[src/rtl/logic_pipe_if.sv]
// Handshake bundle for logic_pipe: an upstream operand channel (valid/ready
// with op/a/b) and a downstream result channel (valid/ready with f/zero).
// The pipe itself connects through the slave view. The producer/consumer
// side (a testbench or a surrounding block) uses the master view.
interface logic_pipe_if #(
  parameter int WIDTH = 8
);

  logic             in_valid;
  logic             in_ready;
  logic [2:0]       op;
  logic [WIDTH-1:0] a;
  logic [WIDTH-1:0] b;

  logic             out_valid;
  logic             out_ready;
  logic [WIDTH-1:0] f;
  logic             zero;

  modport slave (
    input  in_valid,
    input  op,
    input  a,
    input  b,
    input  out_ready,
    output in_ready,
    output out_valid,
    output f,
    output zero
  );

  modport master (
    output in_valid,
    output op,
    output a,
    output b,
    output out_ready,
    input  in_ready,
    input  out_valid,
    input  f,
    input  zero
  );

endinterface

[src/rtl/logic_pipe.sv]
// logic_pipe: a two-stage, fully back-pressured bitwise logic unit.
// S1 captures the computed result and its zero flag when an operand set is
// accepted. S2 is the output register that drives f/zero/out_valid.
// The pipe holds at most two results. in_ready looks ahead through
// out_ready, so it still accepts at full rate while the output drains.
module logic_pipe #(
  parameter int WIDTH = 8,
  parameter int CNT_W = 16
) (
  input  logic             clk,
  input  logic             rst,
  logic_pipe_if.slave      bus,
  output logic [CNT_W-1:0] done_cnt
);

  logic             s1_valid;
  logic [WIDTH-1:0] s1_f;
  logic             s1_zero;

  logic             s2_valid;
  logic [WIDTH-1:0] s2_f;
  logic             s2_zero;

  logic [WIDTH-1:0] alu_f;
  logic             alu_zero;

  logic             s2_load;
  logic             accept;
  logic             xfer;

  // S2 can take new data when it is empty or is being drained this cycle.
  // S1 can take new data when it is empty or is moving into S2.
  assign xfer         = s2_valid && bus.out_ready;
  assign s2_load      = !s2_valid || bus.out_ready;
  assign bus.in_ready = !s1_valid || s2_load;
  assign accept       = bus.in_valid && bus.in_ready;

  // Bitwise operation select. Every op code is defined, so no error path exists.
  always_comb begin
    alu_f = '0;
    case (bus.op)
      3'b000:  alu_f = ~bus.a;
      3'b001:  alu_f = bus.a & bus.b;
      3'b010:  alu_f = bus.a | bus.b;
      3'b011:  alu_f = bus.a ^ bus.b;
      3'b100:  alu_f = ~(bus.a & bus.b);
      3'b101:  alu_f = ~(bus.a | bus.b);
      3'b110:  alu_f = ~(bus.a ^ bus.b);
      default: alu_f = bus.a;
    endcase
    alu_zero = (alu_f == '0);
  end

  // S1 occupancy. Whenever in_ready is high, S1 is either empty or moving
  // forward, so its next occupancy is exactly whether a new item arrives.
  always_ff @(posedge clk or posedge rst) begin
    if (rst) begin
      s1_valid <= 1'b0;
    end else if (bus.in_ready) begin
      s1_valid <= bus.in_valid;
    end
  end

  // S1 payload. It loads only on accept, so the payload is held while S1 waits.
  always_ff @(posedge clk or posedge rst) begin
    if (rst) begin
      s1_f    <= '0;
      s1_zero <= 1'b0;
    end else if (accept) begin
      s1_f    <= alu_f;
      s1_zero <= alu_zero;
    end
  end

  // S2 output register. It is frozen while a result is stalled downstream.
  // The payload only changes when real data arrives from S1.
  always_ff @(posedge clk or posedge rst) begin
    if (rst) begin
      s2_valid <= 1'b0;
      s2_f     <= '0;
      s2_zero  <= 1'b0;
    end else if (s2_load) begin
      s2_valid <= s1_valid;
      if (s1_valid) begin
        s2_f    <= s1_f;
        s2_zero <= s1_zero;
      end
    end
  end

  // Completed-transfer counter. It sticks at all-ones instead of wrapping.
  always_ff @(posedge clk or posedge rst) begin
    if (rst) begin
      done_cnt <= '0;
    end else if (xfer && (done_cnt != {CNT_W{1'b1}})) begin
      done_cnt <= done_cnt + CNT_W'(1);
    end
  end

  assign bus.out_valid = s2_valid;
  assign bus.f         = s2_f;
  assign bus.zero      = s2_zero;

endmodule

[src/flat_wrapper.sv]
// flat-port wrapper written by rule: the top's interface ports become plain ports
module logic_pipe_flat 
#(
  parameter int WIDTH = 8,
  parameter int CNT_W = 16
)
  (clk, rst, done_cnt, bus_in_valid, bus_op, bus_a, bus_b, bus_out_ready, bus_in_ready, bus_out_valid, bus_f, bus_zero);
  logic_pipe_if #(.WIDTH(WIDTH)) bus_i ();
  input  logic clk;
  input  logic rst;
  output logic [CNT_W-1:0] done_cnt;
  input wire logic [$bits(bus_i.in_valid)-1:0] bus_in_valid;
  input wire logic [$bits(bus_i.op)-1:0] bus_op;
  input wire logic [$bits(bus_i.a)-1:0] bus_a;
  input wire logic [$bits(bus_i.b)-1:0] bus_b;
  input wire logic [$bits(bus_i.out_ready)-1:0] bus_out_ready;
  output wire logic [$bits(bus_i.in_ready)-1:0] bus_in_ready;
  output wire logic [$bits(bus_i.out_valid)-1:0] bus_out_valid;
  output wire logic [$bits(bus_i.f)-1:0] bus_f;
  output wire logic [$bits(bus_i.zero)-1:0] bus_zero;
  assign bus_i.in_valid = bus_in_valid;
  assign bus_i.op = bus_op;
  assign bus_i.a = bus_a;
  assign bus_i.b = bus_b;
  assign bus_i.out_ready = bus_out_ready;
  assign bus_in_ready = bus_i.in_ready;
  assign bus_out_valid = bus_i.out_valid;
  assign bus_f = bus_i.f;
  assign bus_zero = bus_i.zero;
  logic_pipe #(.WIDTH(WIDTH), .CNT_W(CNT_W)) u_core (.clk(clk), .rst(rst), .bus(bus_i), .done_cnt(done_cnt));
endmodule
[config.mk]
export PLATFORM = sky130hd
export DESIGN_NAME = logic_pipe_flat
export DESIGN_NICKNAME = d
export VERILOG_FILES = /design/src/rtl/logic_pipe_if.sv /design/src/rtl/logic_pipe.sv /design/src/flat_wrapper.sv
export SDC_FILE = /design/constraint.sdc
export NUM_CORES = 1
export LEC_CHECK = 0
export CAP_MARGIN = 10
export CORE_UTILIZATION = 60
export DETAILED_ROUTE_END_ITERATION = 12
export DONT_BUFFER_PORTS = 1
export HOLD_SLACK_MARGIN = 0.03
export PLACE_DENSITY_LB_ADDON = 0.3
export SYNTH_ARGS = -nofsm -noshare
export SYNTH_HDL_FRONTEND = slang
export SYNTH_SLANG_ARGS = --single-unit
[constraint.sdc]
create_clock -name clk -period 4.6 [get_ports clk]
set_clock_uncertainty 0.05 [all_clocks]
set_input_delay 0.46 -clock clk [delete_from_list [all_inputs] [get_ports clk]]
set_output_delay 0.46 -clock clk [all_outputs]
set_load 0.01 [all_outputs]
==> results of run 1 <==
[logic make-up after synthesis]
logic type,count (synthesis)
compound gates,29
fa+ha+maj,17
flops,36
buf+inv,27
simple gates,60
xor+xnor,15
mux,35
[path summary, 6_finish.rpt]
check / cells after the start / endpoint / slack, ps
max: 6 / u_core.done_cnt[7] / 2550
min: 2 / u_core.done_cnt[2] / 110
max reg2reg: 6 / u_core.done_cnt[7] / 2550
min reg2reg: 2 / u_core.s1_f[0] / 430
max in group asynchronous: 2 / u_core.done_cnt[7] / 4080
min in group clk: 1 / u_core.s1_valid / 240
[final cells by class]
class / count / area, um2 / share of cell area (%)
multi-input cells: 156 / 1270 / 52.9
repair buffers: 1 / 7.51 / 0.312
clock inverters: 2 / 10.0 / 0.416
flip-flops and latches: 36 / 901 / 37.5
well taps: 48 / 60.1 / 2.50
clock buffers: 6 / 82.6 / 3.44
inverters: 19 / 71.3 / 2.97
[per-stage QoR]
stage	area [um2]	cells	hold slack (ps)
global placement	2310	260	412
finish	2400	268	115
detailed placement	2310	260	420
CTS	2400	268	123
global route	2400	268	148
floorplan	2290	219	395
[flip-flops by register name (all words and copies together) (netlist names)]
name	count
u_core.bus.f	8
u_core.bus.out_valid	1
u_core.bus.zero	1
u_core.done_cnt	16
u_core.s1_f	8
u_core.s1_valid	1
u_core.s1_zero	1
[layer usage]
layer | wire length [um] | vias to the layer above | share of wire [%]
li1 | - | 775 | -
met5 | 0 | - | 0
met4 | 79 | 0 | 1.9
met1 | 1750 | 802 | 41
met2 | 2130 | 54 | 50
met3 | 275 | 9 | 6.5
[critical path: stages (launching register included)]
cell and delay [ps]:
dfrtp_1 470, ha_1 260, nand3_1 130, nor4_1 90, nor3_1 580, nand4_1 190
xnor2_1 160
[cells in the final DEF (no fill, tap or decap), drive strengths merged, types with 3 or more instances in the layout]
| master | n |
|---|---|
| dfrtp | 36 |
| inv | 18 |
| mux2 | 18 |
| nand2 | 17 |
| ha | 17 |
| mux2i | 14 |
| xnor2 | 13 |
| nand3 | 10 |
| nand4 | 8 |
| nor2 | 7 |
| o21ai | 7 |
| clkbuf | 6 |
| nand2b | 5 |
| a21oi | 5 |
| nor3 | 3 |
| mux4 | 3 |
| or3 | 3 |
| a211oi | 3 |
| clkinv | 3 |
[power by group]
part	internal (mW)	total (mW)	switching (mW)
combinational	0.0886	0.162	0.0730
clock	0.119	0.224	0.105
sequential	0.381	0.469	0.0885
total	0.589	0.855	0.267
==> impl.org, run 1 <==
** GRT
- The first global-routing pass estimated 7.23 mm of wire.
- Total overflow reported by the global router :: 0
- Maximum number of pins on one net before global-route repair :: 40
- After global routing, the most crowded layer is met2.
- All-Layer GR Usage :: 22.9%
- For met3 alone, demand over resource in global routing was 6.34%.
- Met1 track utilization from global routing :: 25.4%
- Global routing usage on met2 :: 40.6%
- The initial antenna violation count came to 0.
- Vias in the first global route :: 1,699

** Critical path
- Arrival time reported for the critical path endpoint :: approximately 2200 ps
- Of all nets on the critical path, the largest fanout is 6.
- Data on the critical path is required at its endpoint by 4710 ps.
- Crit start category :: flop
- Sort of element at the end of the critical path :: flop
- Reg-to-Reg Start :: u_core.done_cnt[0]
- Source of the critical timing path :: u_core.done_cnt[0]
- Category of the most critical setup path :: reg -> reg

** Pwr
- The worst-case IR drop observed on VDD is 0.141 mV.
- Total leakage power :: 1.11 nW
- Dividing total power by cell area gives a power density of ~360 nW/um2.
- The completed layout was analyzed and its total power is 0.855 mW.

** Synthesis
- Share of the synthesized area in the top cell type :: 39.4%
- Counting instances in the post-synthesis netlist gives the leading cell types as 36 x dfrtp_1, 18 x inv_1, 17 x ha_1, 17 x nand2_1, 16 x mux2_2.
- Count of cell types in the netlist :: 42
- Of the total synthesized cell area, the portion taken by full adders, half adders and majority gates is 9.30%.
- Simple-Gate Fraction of Synth Area :: 13.3%
- Cell with the most instances after synthesis :: dfrtp_1
- Mux share of post-synthesis cell area :: 18.0%
- Summing the areas of all compound-gate instances in the mapped netlist gives approximately a tenth of the synthesized area.
- The cell count after synthesis came out at 219.
- Sequential elements use 39.4% of the synthesized area.
- Post-synth ARST share :: 100%
- In this run, synthesis inferred 0 flip-flops with an integrated enable.
- Post-synthesis instance area :: about 2300 um2
- Yosys warning total :: 0
- Synthesis inferred 36 register bits.
- Post-synthesis cell type with the largest combined area :: dfrtp_1
- In the synthesized netlist the dominant register cell turns out to be dfrtp_1.
- Ranked by total cell area, the synthesized netlist is headed by dfrtp_1 39%, ha_1 9.3%, mux2_2 7.9%.
- The number of nets in the synthesized netlist is 259.
- Main combinational cell family by area after synthesis :: multiplexers
- Post-Synth XOR/XNOR Area :: 5.75%
- Mean post-synth cell area :: 10.4 um2

** Clock tree
- The clock net in this run drives a total of 36 sinks.
- Hold buffer count at CTS :: 0
- After clock tree synthesis, the repair step resized 0 gates.
- Total CTS buffers :: 5
- In this run the clock root is driven by a clkbuf_8.
- Clock Latency Late Sink :: 280 ps
- Deepest level of the CTS H-tree :: 2
- Clock-pin slew was measured on the worst setup and hold paths at 70 ps.
- No sink is reached through more buffers than the 2 on the longest clock path.
- TritonCTS built the clock tree.
- Number of setup buffers added after CTS :: 0

** Route
- Drt pass-1 iters :: 4
- Detail-routed net length per standard cell :: 15.8 um
- Detailed-route via count :: 1,640
- Once detail routing completed, the nets flagged for antenna violations numbered 0.
- In the routed design, unresolved DRC markers number 0.
- Number of DRC markers after the initial detailed-route iteration :: 76
- Final wirelength :: 4.23 mm
- Dividing the detail-routed via count by the number of cells gives 6.12.

** Floorplanning
- Pin placement for this block handled 50 I/O pins.
- Standard-cell rows :: 22
- Die X-Extent :: 63.7 um
- In this run the standard cell core region covers between 3000 and 4000 um2.
- Once the floorplan was initialized, standard cells occupied about 62% of the core.
- The die is 63.7 um tall.
- The floorplan step defined a die boundary enclosing 4060 um2.

** Job
- Number of violations of the max-capacitance limit :: 0

** Timing
- Final period demand of the worst path :: 2050 ps
- Worst rel slew slack :: 52.3%
- In the finished design, the share of the clock period the worst path needs comes to 44.6%.
- The number of slew-limit violations in the final report is 0.
- Setup repair after global routing left no endpoint under its margin.
- Endpoints failing hold :: 0
- Post-route setup slack :: about 2500 ps
- Count of endpoints failing setup in the final report :: 0
- Static timing analysis puts the maximum clock frequency at slightly below 0.5 GHz.
- Final setup TNS :: 0 ps
- Transition time at the pin with the least slew margin :: 710 ps

** Placed design
- At the placement stage, the worst setup path has a slack of between 2000 and 2500 ps.
- Final weighted congestion in routability-driven placement :: 0.744
- Count of port buffers added during placement :: 0
- DP Wirelength :: 3.25 mm

** Final layout
- After filler insertion, the fill cell instance count of the layout stands at 299.
- The net count of the finished layout is around 260.
- Ratio of cells with drive above 1 in the final layout :: about 14%
- For this run, the share of the core covered by cells in the final layout is about two thirds.
- # diodes :: 0
- Synth-to-Final Area Change :: 5.15%

** Run status
- The run finished with clean final reports.

** Worst hold path
- Class of the most critical hold timing path :: in -> async
No activity file was read; power rests on OpenSTA's default activity.
==> inputs of run 2 (changes only) <==
--- a/config.mk
+++ b/config.mk
@@ -5,8 +5,9 @@
 export SDC_FILE = /design/constraint.sdc
 export NUM_CORES = 1
 export LEC_CHECK = 0
+export ABC_AREA = 1
 export CAP_MARGIN = 10
-export CORE_UTILIZATION = 60
+export CORE_UTILIZATION = 58
 export DETAILED_ROUTE_END_ITERATION = 12
 export DONT_BUFFER_PORTS = 1
 export HOLD_SLACK_MARGIN = 0.03
==> constraint.sdc (replaced) <==
create_clock -name clk -period 1.85 [get_ports clk]
set_clock_uncertainty 0.05 [all_clocks]
set_input_delay 0.185 -clock clk [delete_from_list [all_inputs] [get_ports clk]]
set_output_delay 0.185 -clock clk [all_outputs]
set_load 0.01 [all_outputs]
==> run 2 against run 1 <==
Final cell count grew 51%. Largest cell class unchanged. Critical path type unchanged. Sequential share of layout area shrank 4.6 points. Via count grew 35%. First-iteration DRC count grew 150%. Global-route usage grew 2.4 points. Synthesized area grew 13%. Largest power group unchanged.
==> impl.org, run 2 <==
** Final layout
- Most common cell after layout, fill and taps aside :: nand2_1
- Most frequent cells in the layout :: 94 x nand2_1, 49 x inv_1, 36 x dfrtp_1
- From synthesis to final layout, the design area changed by 6.66%.
- Non-filler instance count after layout :: 406 (+51%)
- The final cell utilization of the core is 66.7% (+1.0 points).
- Number of flip-flops in the largest register :: 16 (unchanged)
- The number of inserted diodes came to 0 (unchanged).
- Biggest register :: u_core.done_cnt
- Number of nets in the finished design :: 395 (+53%)
- Ratio of cells with drive above 1 in the final layout :: 10.1% (-3.5 points)

** Worst hold path
- The path class of the tightest hold or removal check is in -> reg.
- The worst hold path begins at bus_a[5].
- The worst hold path terminates at u_core.s1_f[5].
- Along the worst hold path, the cell count comes to 4.

** Clock tree
- Number of setup buffers added after CTS :: 0 (unchanged)
- The number of clock sinks seen by CTS was 36 (unchanged).
- Clock root buffer :: clkbuf_8
- Clock edge transition at the registers on the reported setup and hold paths :: 70 ps (about the same)
- CTS tree :: yes
- Deepest level of the CTS H-tree :: 2 (unchanged)
- Total CTS buffers :: 5 (unchanged)
- The number of buffers on the longest clock path was 2 (unchanged).
- Clock Latency Late Sink :: 300 ps (+20 ps)

** Synthesis
- In the post-synthesis netlist, the biggest area contributors are dfrtp_1 35%, nand2_1 14%, ha_1 8.3%.
- Register area share after synthesis :: 35.0% (-4.4 points)
- Synthesized Nets :: 390 (+51%)
- Yosys warning total :: 0 (unchanged)
- Synth Instances :: 350 (+60%)
- By instance count, the leading cell after synthesis is nand2_1.
- Post-synth top cells :: 94 x nand2_1, 49 x inv_1, 36 x dfrtp_1
- Predominant post-synthesis flop cell :: dfrtp_1
- The number of distinct library cells after synthesis was 26 (-38%).
- The post-synthesis area per instance came to 7.35 um2 (-30%).
- The share of async-settable or async-resettable flops after synthesis was 100% (unchanged).
- The portion of synthesized cell area occupied by the leading cell type is 35.0% (-4.4 points).
- Number of enable-type register cells in the synthesized netlist :: 0 (unchanged)
- Post-synthesis cell type with the largest combined area :: dfrtp_1
- Post-synthesis instance area :: 2570 um2 (+13%)
- The flip-flop and latch count after synthesis is 36 (unchanged).

** Pwr
- Sequential fraction of design power :: 45.4% (-9.5 points)
- Highest ir drop seen on vdd :: 0.370 mV (+160%)
- Net switching fraction of the power :: 34.8% (+3.7 points)
- The net switching power came to 0.887 mW (+230%).
- Clk network pwr share :: 26.7% (+0.5 points)
- Power after layout :: 2.55 mW (+200%)
- Part of the power in combinational logic :: 27.9% (+9.0 points)
- Internal power :: 1.66 mW (+180%)
- Total leakage power :: 1.48 nW (+33%)
- The power per standard cell area is 928 nW/um2 (+160%).

** Placed design
- Count of port buffers added during placement :: 0 (unchanged)
- The total half-perimeter wirelength after legalization and detailed placement came to 4.08 mm (+26%).
- The routability congestion estimate came to 0.829 (+11%).
- Instance count after placement with tap cells included :: 396 (+52%)
- Pre-CTS setup slack :: 104 ps (-2360 ps)

** Critical path
- The endpoint identified for the worst register-to-register timing path is u_core.done_cnt[5].
- The critical path data arrival time is 1830 ps (-340 ps).
- The worst register-to-register path begins at u_core.done_cnt[0].
- Cells on worst reg2reg path :: 9 (+3)
- Critical path fanouts, max :: 9 (+3)
- Category of the most critical setup path :: reg -> reg
- STA classifies the critical path startpoint as a flop.
- The flop-to-flop setup slack came to 160 ps (-2390 ps).
- Sort of element at the end of the critical path :: flop
- Data required time at the worst endpoint :: 1990 ps (-2720 ps)

** Route
- Detail-routed net length per standard cell :: 13.5 um (-14%)
- Detailed-route via count :: 2,222 (+35%)
- The number of detailed-routing iterations run before antenna repair came to 4 (unchanged).
- The detailed router's first-iteration violation count came to 189 (+150%).
- The detailed-route vias per instance was 5.47 (-11%).
- Final wirelength :: 5.50 mm (+30%)
- The number of nets with antenna violations after detailed routing came to 0 (unchanged).
- Remaining routing DRC violations :: 0 (unchanged)

** Floorplanning
- The row count was 23 (+4.5%).
- Die X-Extent :: 68.6 um (+7.6%)
- Die Area :: 4710 um2 (+16%)
- Initial Utilization :: 62.5% (+0.071 points)
- The die height came to 68.6 um (+7.6%).
- The placeable core area came to 4120 um2 (+12%).
- The count of boundary I/O pins came to 50 (unchanged).

** Timing
- Final period demand of the worst path :: 1690 ps (-359 ps)
- Max Clock Freq :: 0.591 GHz (+21%)
- Final setup TNS :: 0 ps (unchanged)
- Setup repair after global routing left no endpoint under its margin.
- The final critical-path setup slack came to 158 ps (-2390 ps).
- Worst rel slew slack :: 70.8% (+19 points)
- The share of the cycle needed by the critical path after routing was 91.5% (+47 points).
- Transition time at the pin with the least slew margin :: 437 ps (-272 ps)
- The count of endpoints failing setup in the final report came to 0 (unchanged).
- Endpoints failing hold :: 0 (unchanged)
- Final Max Tran Viols :: 0 (unchanged)

** GRT
- Total overflow reported by the global router :: 0 (unchanged)
- All-Layer GR Usage :: 25.3% (+2.4 points)
- Antenna violations before repair :: 0 (unchanged)
- The number of global-route vias before repair was 1,909 (+12%).
- The wire length of the first global-routing pass came to 8.66 mm (+20%).
- The maximum number of pins on one net before global-route repair is 37 (-7.5%).

** Run status
- The flow ran to the end, and the final reports show no timing, DRC or antenna violations.

** Job
- Number of violations of the max-capacitance limit :: 0 (unchanged)
## run 2: timing repair
action,in CTS,in global routing
hold buffers,2,0
endpoints found under the hold margin,37,0
setup endpoints to repair,0,1
gates resized for setup,0,2
## run 2: power by group through the flow
stage               Sequential, mW  Clock (mW)  Combinational [mW]
finish                        1.16       0.679               0.711
global route                  1.19       0.727               0.805
CTS                           1.15       0.697               0.702
detailed placement            1.17           0               0.687
global placement              1.15           0               0.666
floorplan                     1.19           0               0.467
## run 2: stage by stage
stage / hold slack, ps / cell area (um2)
5_1_grt: 168 / 2740
3_5_place_dp: 154 / 2610
4_1_cts: 140 / 2730
2_1_floorplan: 302 / 2570
3_3_place_gp: 151 / 2610
6_report: 158 / 2740
## run 2: critical path: stages (launching register included)
cell     delay (ps)
dfrtp_1         390
ha_1            230
nand3_2         120
nor2_1           60
nand3_1          70
nand2_2          90
buf_4           180
nor3_2          150
nand2_1         100
xor2_1          150
## run 2: how the worst max path moves through the flow
stage,start,cells after the start,endpoint
2_1_floorplan,u_core.done_cnt[0],9,u_core.done_cnt[14]
3_3_place_gp,u_core.done_cnt[0],9,u_core.done_cnt[14]
3_5_place_dp,u_core.done_cnt[0],9,u_core.done_cnt[14]
4_1_cts,u_core.done_cnt[0],9,u_core.done_cnt[14]
5_1_grt,u_core.done_cnt[0],9,u_core.done_cnt[5]
6_report,u_core.done_cnt[0],9,u_core.done_cnt[5]
## run 2: cells by family after synthesis
family / synth area share (%)
DFF: 35.0
adders and majority gates: 8.27
muxes: 3.50
AOI/OAI and AO/OA: 4.77
xor gates and xnor gates: 4.43
and+or+nand+nor: 32.7
buffers and inverters: 11.3
## run 2: cell type report
| cell class | count | area, um2 |
|---|---|---|
| clock inverter | 2 | 35.0 |
| multi-input combinational | 249 | 1390 |
| clock buffer | 6 | 72.6 |
| fill | 352 | 1370 |
| timing repair buffer | 11 | 87.6 |
| tap | 50 | 62.6 |
| inverter | 52 | 195 |
| sequential | 36 | 901 |
## run 2: per-layer routing
metal,part of all wire [%],track usage (%)
met1,43,33.4
met4,2.3,11.7
met3,6.3,6.09
met5,0,0
met2,49,39.0
==> inputs of run 3 (changes only) <==
--- a/config.mk
+++ b/config.mk
@@ -12,6 +12,7 @@
 export DONT_BUFFER_PORTS = 1
 export HOLD_SLACK_MARGIN = 0.03
 export PLACE_DENSITY_LB_ADDON = 0.3
+export REMOVE_ABC_BUFFERS = 1
 export SYNTH_ARGS = -nofsm -noshare
 export SYNTH_HDL_FRONTEND = slang
 export SYNTH_SLANG_ARGS = --single-unit
==> run 3 against run 2 <==
Non-clock buffer count is 1 higher. Sequential power hardly changed. Flip-flop and latch count stayed put. Critical path type unchanged. Critical endpoint is now u_core.done_cnt[11]. Largest cell class unchanged. Highest routed layer unchanged.
==> impl.org, run 3 (synthesized netlist as in run 2, its figures left out) <==
** Run status
- The flow ran to the end, and the final reports show no timing, DRC or antenna violations.

** Route
- Post-DRT Antenna Nets :: 0 (unchanged)
- The residual DRC count came to 0 (unchanged).
- The wire length after detailed routing is 5.37 mm (-2.4%).
- Number of DRC markers after the initial detailed-route iteration :: 112 (-41%)
- The detailed-route vias per instance is 5.42 (-0.96%).
- Detail-routed net length per standard cell :: 13.2 um (-2.6%)
- Drt pass-1 iters :: 4 (unchanged)
- The routed via count was 2,206 (-0.72%).

** Job
- Number of violations of the max-capacitance limit :: 0 (unchanged)

** Critical path
- CP Cell Sequence :: ha_1, nand3_1, nor2_1, nand3_1, nand2_2, nor3_2, nand2_1, xor2_1
- Delay of the slowest cell on the worst path :: 380 ps (about the same)
- The required time of the critical path came to 1970 ps (-20 ps).
- STA classifies the critical path startpoint as a flop.
- The cell that appears most often on the critical path is nand3_1.
- Buf+Inv Stages, Crit Path :: 0 (-1)
- In this run the critical register-to-register path is launched from u_core.done_cnt[0].
- Category of the most critical setup path :: reg -> reg
- The kind of cell with the highest combined delay along the critical path is simple AND/OR/NAND/NOR gates.
- Crit-path slowest cell :: dfrtp_1
- The critical path data arrival time is 1840 ps (about the same).
- Sort of element at the end of the critical path :: flop
- The top fanout value on the critical path was 5 (-4).
- Source of the critical timing path :: u_core.done_cnt[0]

** GRT
- The global routing usage summed across all routing layers is 24.0% (-1.3 points).
- Antenna violations before repair :: 0 (unchanged)
- The remaining global-route overflow came to 0 (unchanged).
- Wire length of the first global-routing pass :: 8.47 mm (-2.2%)
- The maximum number of pins on one net before global-route repair is 29 (-22%).
- The number of global-route vias before repair came to 1,998 (+4.7%).

** Final layout
- The total area of multi-input combinational cells came to 1390 um2 (unchanged).
- # diodes :: 0 (unchanged)
- Most frequent cells in the layout :: 94 x nand2_1, 49 x inv_1, 36 x dfrtp_1
- Fillers :: 346 (-1.7%)
- The post-layout net count is 396 (+0.25%).
- The cell area after layout came to 2740 um2 (-0.27%).
- Biggest register :: u_core.done_cnt
- Number of flip-flops in the largest register :: 16 (unchanged)
- Ratio of cells with drive above 1 in the final layout :: 10.6% (+0.53 points)
- Non-filler instance count after layout :: 407 (+0.25%)
- Leaving out fill and tap cells, the most frequent cell in the layout is nand2_1.
- Compared with the post-synthesis result, the final layout area differs by 6.37%.
- Register cell area after layout :: 901 um2 (unchanged)

** Timing
- Transition time at the pin with the least slew margin :: 413 ps (-24.4 ps)
- Final Max Tran Viols :: 0 (unchanged)
- Final period demand of the worst path :: 1720 ps (+25.5 ps)
- The final-layout worst hold slack is 152 ps (-5.63 ps).
- Max Clock Freq :: 0.582 GHz (-1.5%)
- Worst rel slew slack :: 72.4% (+1.6 points)
- The count of endpoints failing setup in the final report was 0 (unchanged).
- The share of the cycle needed by the critical path after routing was 92.8% (+1.4 points).
- The number of endpoints with negative hold slack in the final report came to 0 (unchanged).

** Clock tree
- Number of buffers on the longest clock path :: 2 (unchanged)
- Total CTS buffers :: 5 (unchanged)
- The clock insertion delay at the later pin of the skew report came to 290 ps (about the same).
- CTS placed an instance of clkbuf_8 at the clock tree root.
- CTS tree :: yes
- Deepest level of the CTS H-tree :: 2 (unchanged)
- Clock edge transition at the registers on the reported setup and hold paths :: 70 ps (about the same)
- Clock sink count :: 36 (unchanged)

** Worst hold path
- The worst hold path begins at bus_a[5].
- Class of the most critical hold timing path :: in -> reg

** Floorplanning
- The overall die width is 68.6 um (unchanged).
- The starting density of the core came to 62.5% (unchanged).
- The placeable core area is 4120 um2 (unchanged).
- The count of boundary I/O pins came to 50 (unchanged).
- The row count is 23 (unchanged).
- Overall die height :: 68.6 um (unchanged)
- Die Area :: 4710 um2 (unchanged)

** Pwr
- Total leakage power :: 1.48 nW (about the same)
- The share of total power in combinational logic came to 30.4% (+2.5 points).
- Clk network pwr share :: 23.3% (-3.4 points)
- Highest ir drop seen on vdd :: 0.322 mV (-13%)
- Internal power :: 1.57 mW (-5.4%)
- The net switching power is 0.862 mW (-2.8%).
- Net switching fraction of the power :: 35.5% (+0.63 points)
- Sequential fraction of design power :: 46.3% (+0.9 points)
- The power per standard cell area was 889 nW/um2 (-4.2%).

** Placed design
- The cell area reported after detailed placement was 2610 um2 (+0.29%).
- Final weighted congestion in routability-driven placement :: 0.790 (-4.7%)
- Instance count after placement with tap cells included :: 397 (+0.25%)
- Count of port buffers added during placement :: 0 (unchanged)
- The total half-perimeter wirelength after legalization and detailed placement came to 3.93 mm (-3.8%).
==> run 3: cell count changes in the layout (fill, tap and decap cells not counted), sizes merged <==
cell	previous run	this run
buf	9	10
clkinv	1	2
bufinv	1	0
==> run 3: path summary, 6_finish.rpt <==
path	end	slack (ps)	depth (start not counted)
worst max-delay path	u_core.done_cnt[11]	130	8
worst min-delay path	u_core.s1_f[5]	150	4
worst max register to register	u_core.done_cnt[11]	130	8
worst min register to register	u_core.s1_zero	430	2
max in group asynchronous	u_core.done_cnt[11]	840	3
min in group asynchronous	u_core.done_cnt[5]	240	2
==> run 3: power groups by stage <==
stage	clock network (mW)	registers [mW]	logic, mW
after floorplan	0	1.19	0.430
after global placement	0	1.14	0.703
after CTS	0.582	1.13	0.730
final	0.567	1.13	0.740
after global routing	0.609	1.15	0.848
after detailed placement	0	1.14	0.722
==> run 3: area by class of cell <==
type                       instances  share of cell area [%]
clock buffer                       6                    3.02
clock inverter                     2                   0.366
inverter                          52                    7.13
multi-input combinational        249                    50.8
sequential                        36                    32.9
tap                               50                    2.29
timing repair buffer              12                    3.48
==> run 3: metrics by stage <==
step | setup slack, ps | power [mW] | TNS, ps | util [%]
after floorplan | 190 | 1.62 | 0 | -
after CTS | 147 | 2.44 | 0 | 66.3
final | 132 | 2.43 | 0 | 66.5
after global routing | -0.812 | 2.61 | -0.812 | 66.5
after global placement | 228 | 1.84 | 0 | 63.5
after detailed placement | 162 | 1.86 | 0 | 63.5
==> run 3: per-layer routing <==
| layer | GRT usage (%) | part of all wire, % |
|---|---|---|
| met3 | 6.41 | 5.7 |
| met5 | 0 | 0 |
| met2 | 38.8 | 48 |
| met4 | 9.11 | 1.6 |
| met1 | 30.4 | 44 |
==> run 3: what timing repair did <==
item                                    in CTS  in global routing
hold buffers                                 2                  0
resized for setup                            0                  3
hold endpoints to repair                     9                  0
buffers inserted                             0                  0
endpoints found under the setup margin       0                  1
==> run 3: worst min-delay path, cell delays in order <==
cell and delay [ps]:
nand2_1 30, nand3_1 110, nand2_1 60, o21ai_0 70
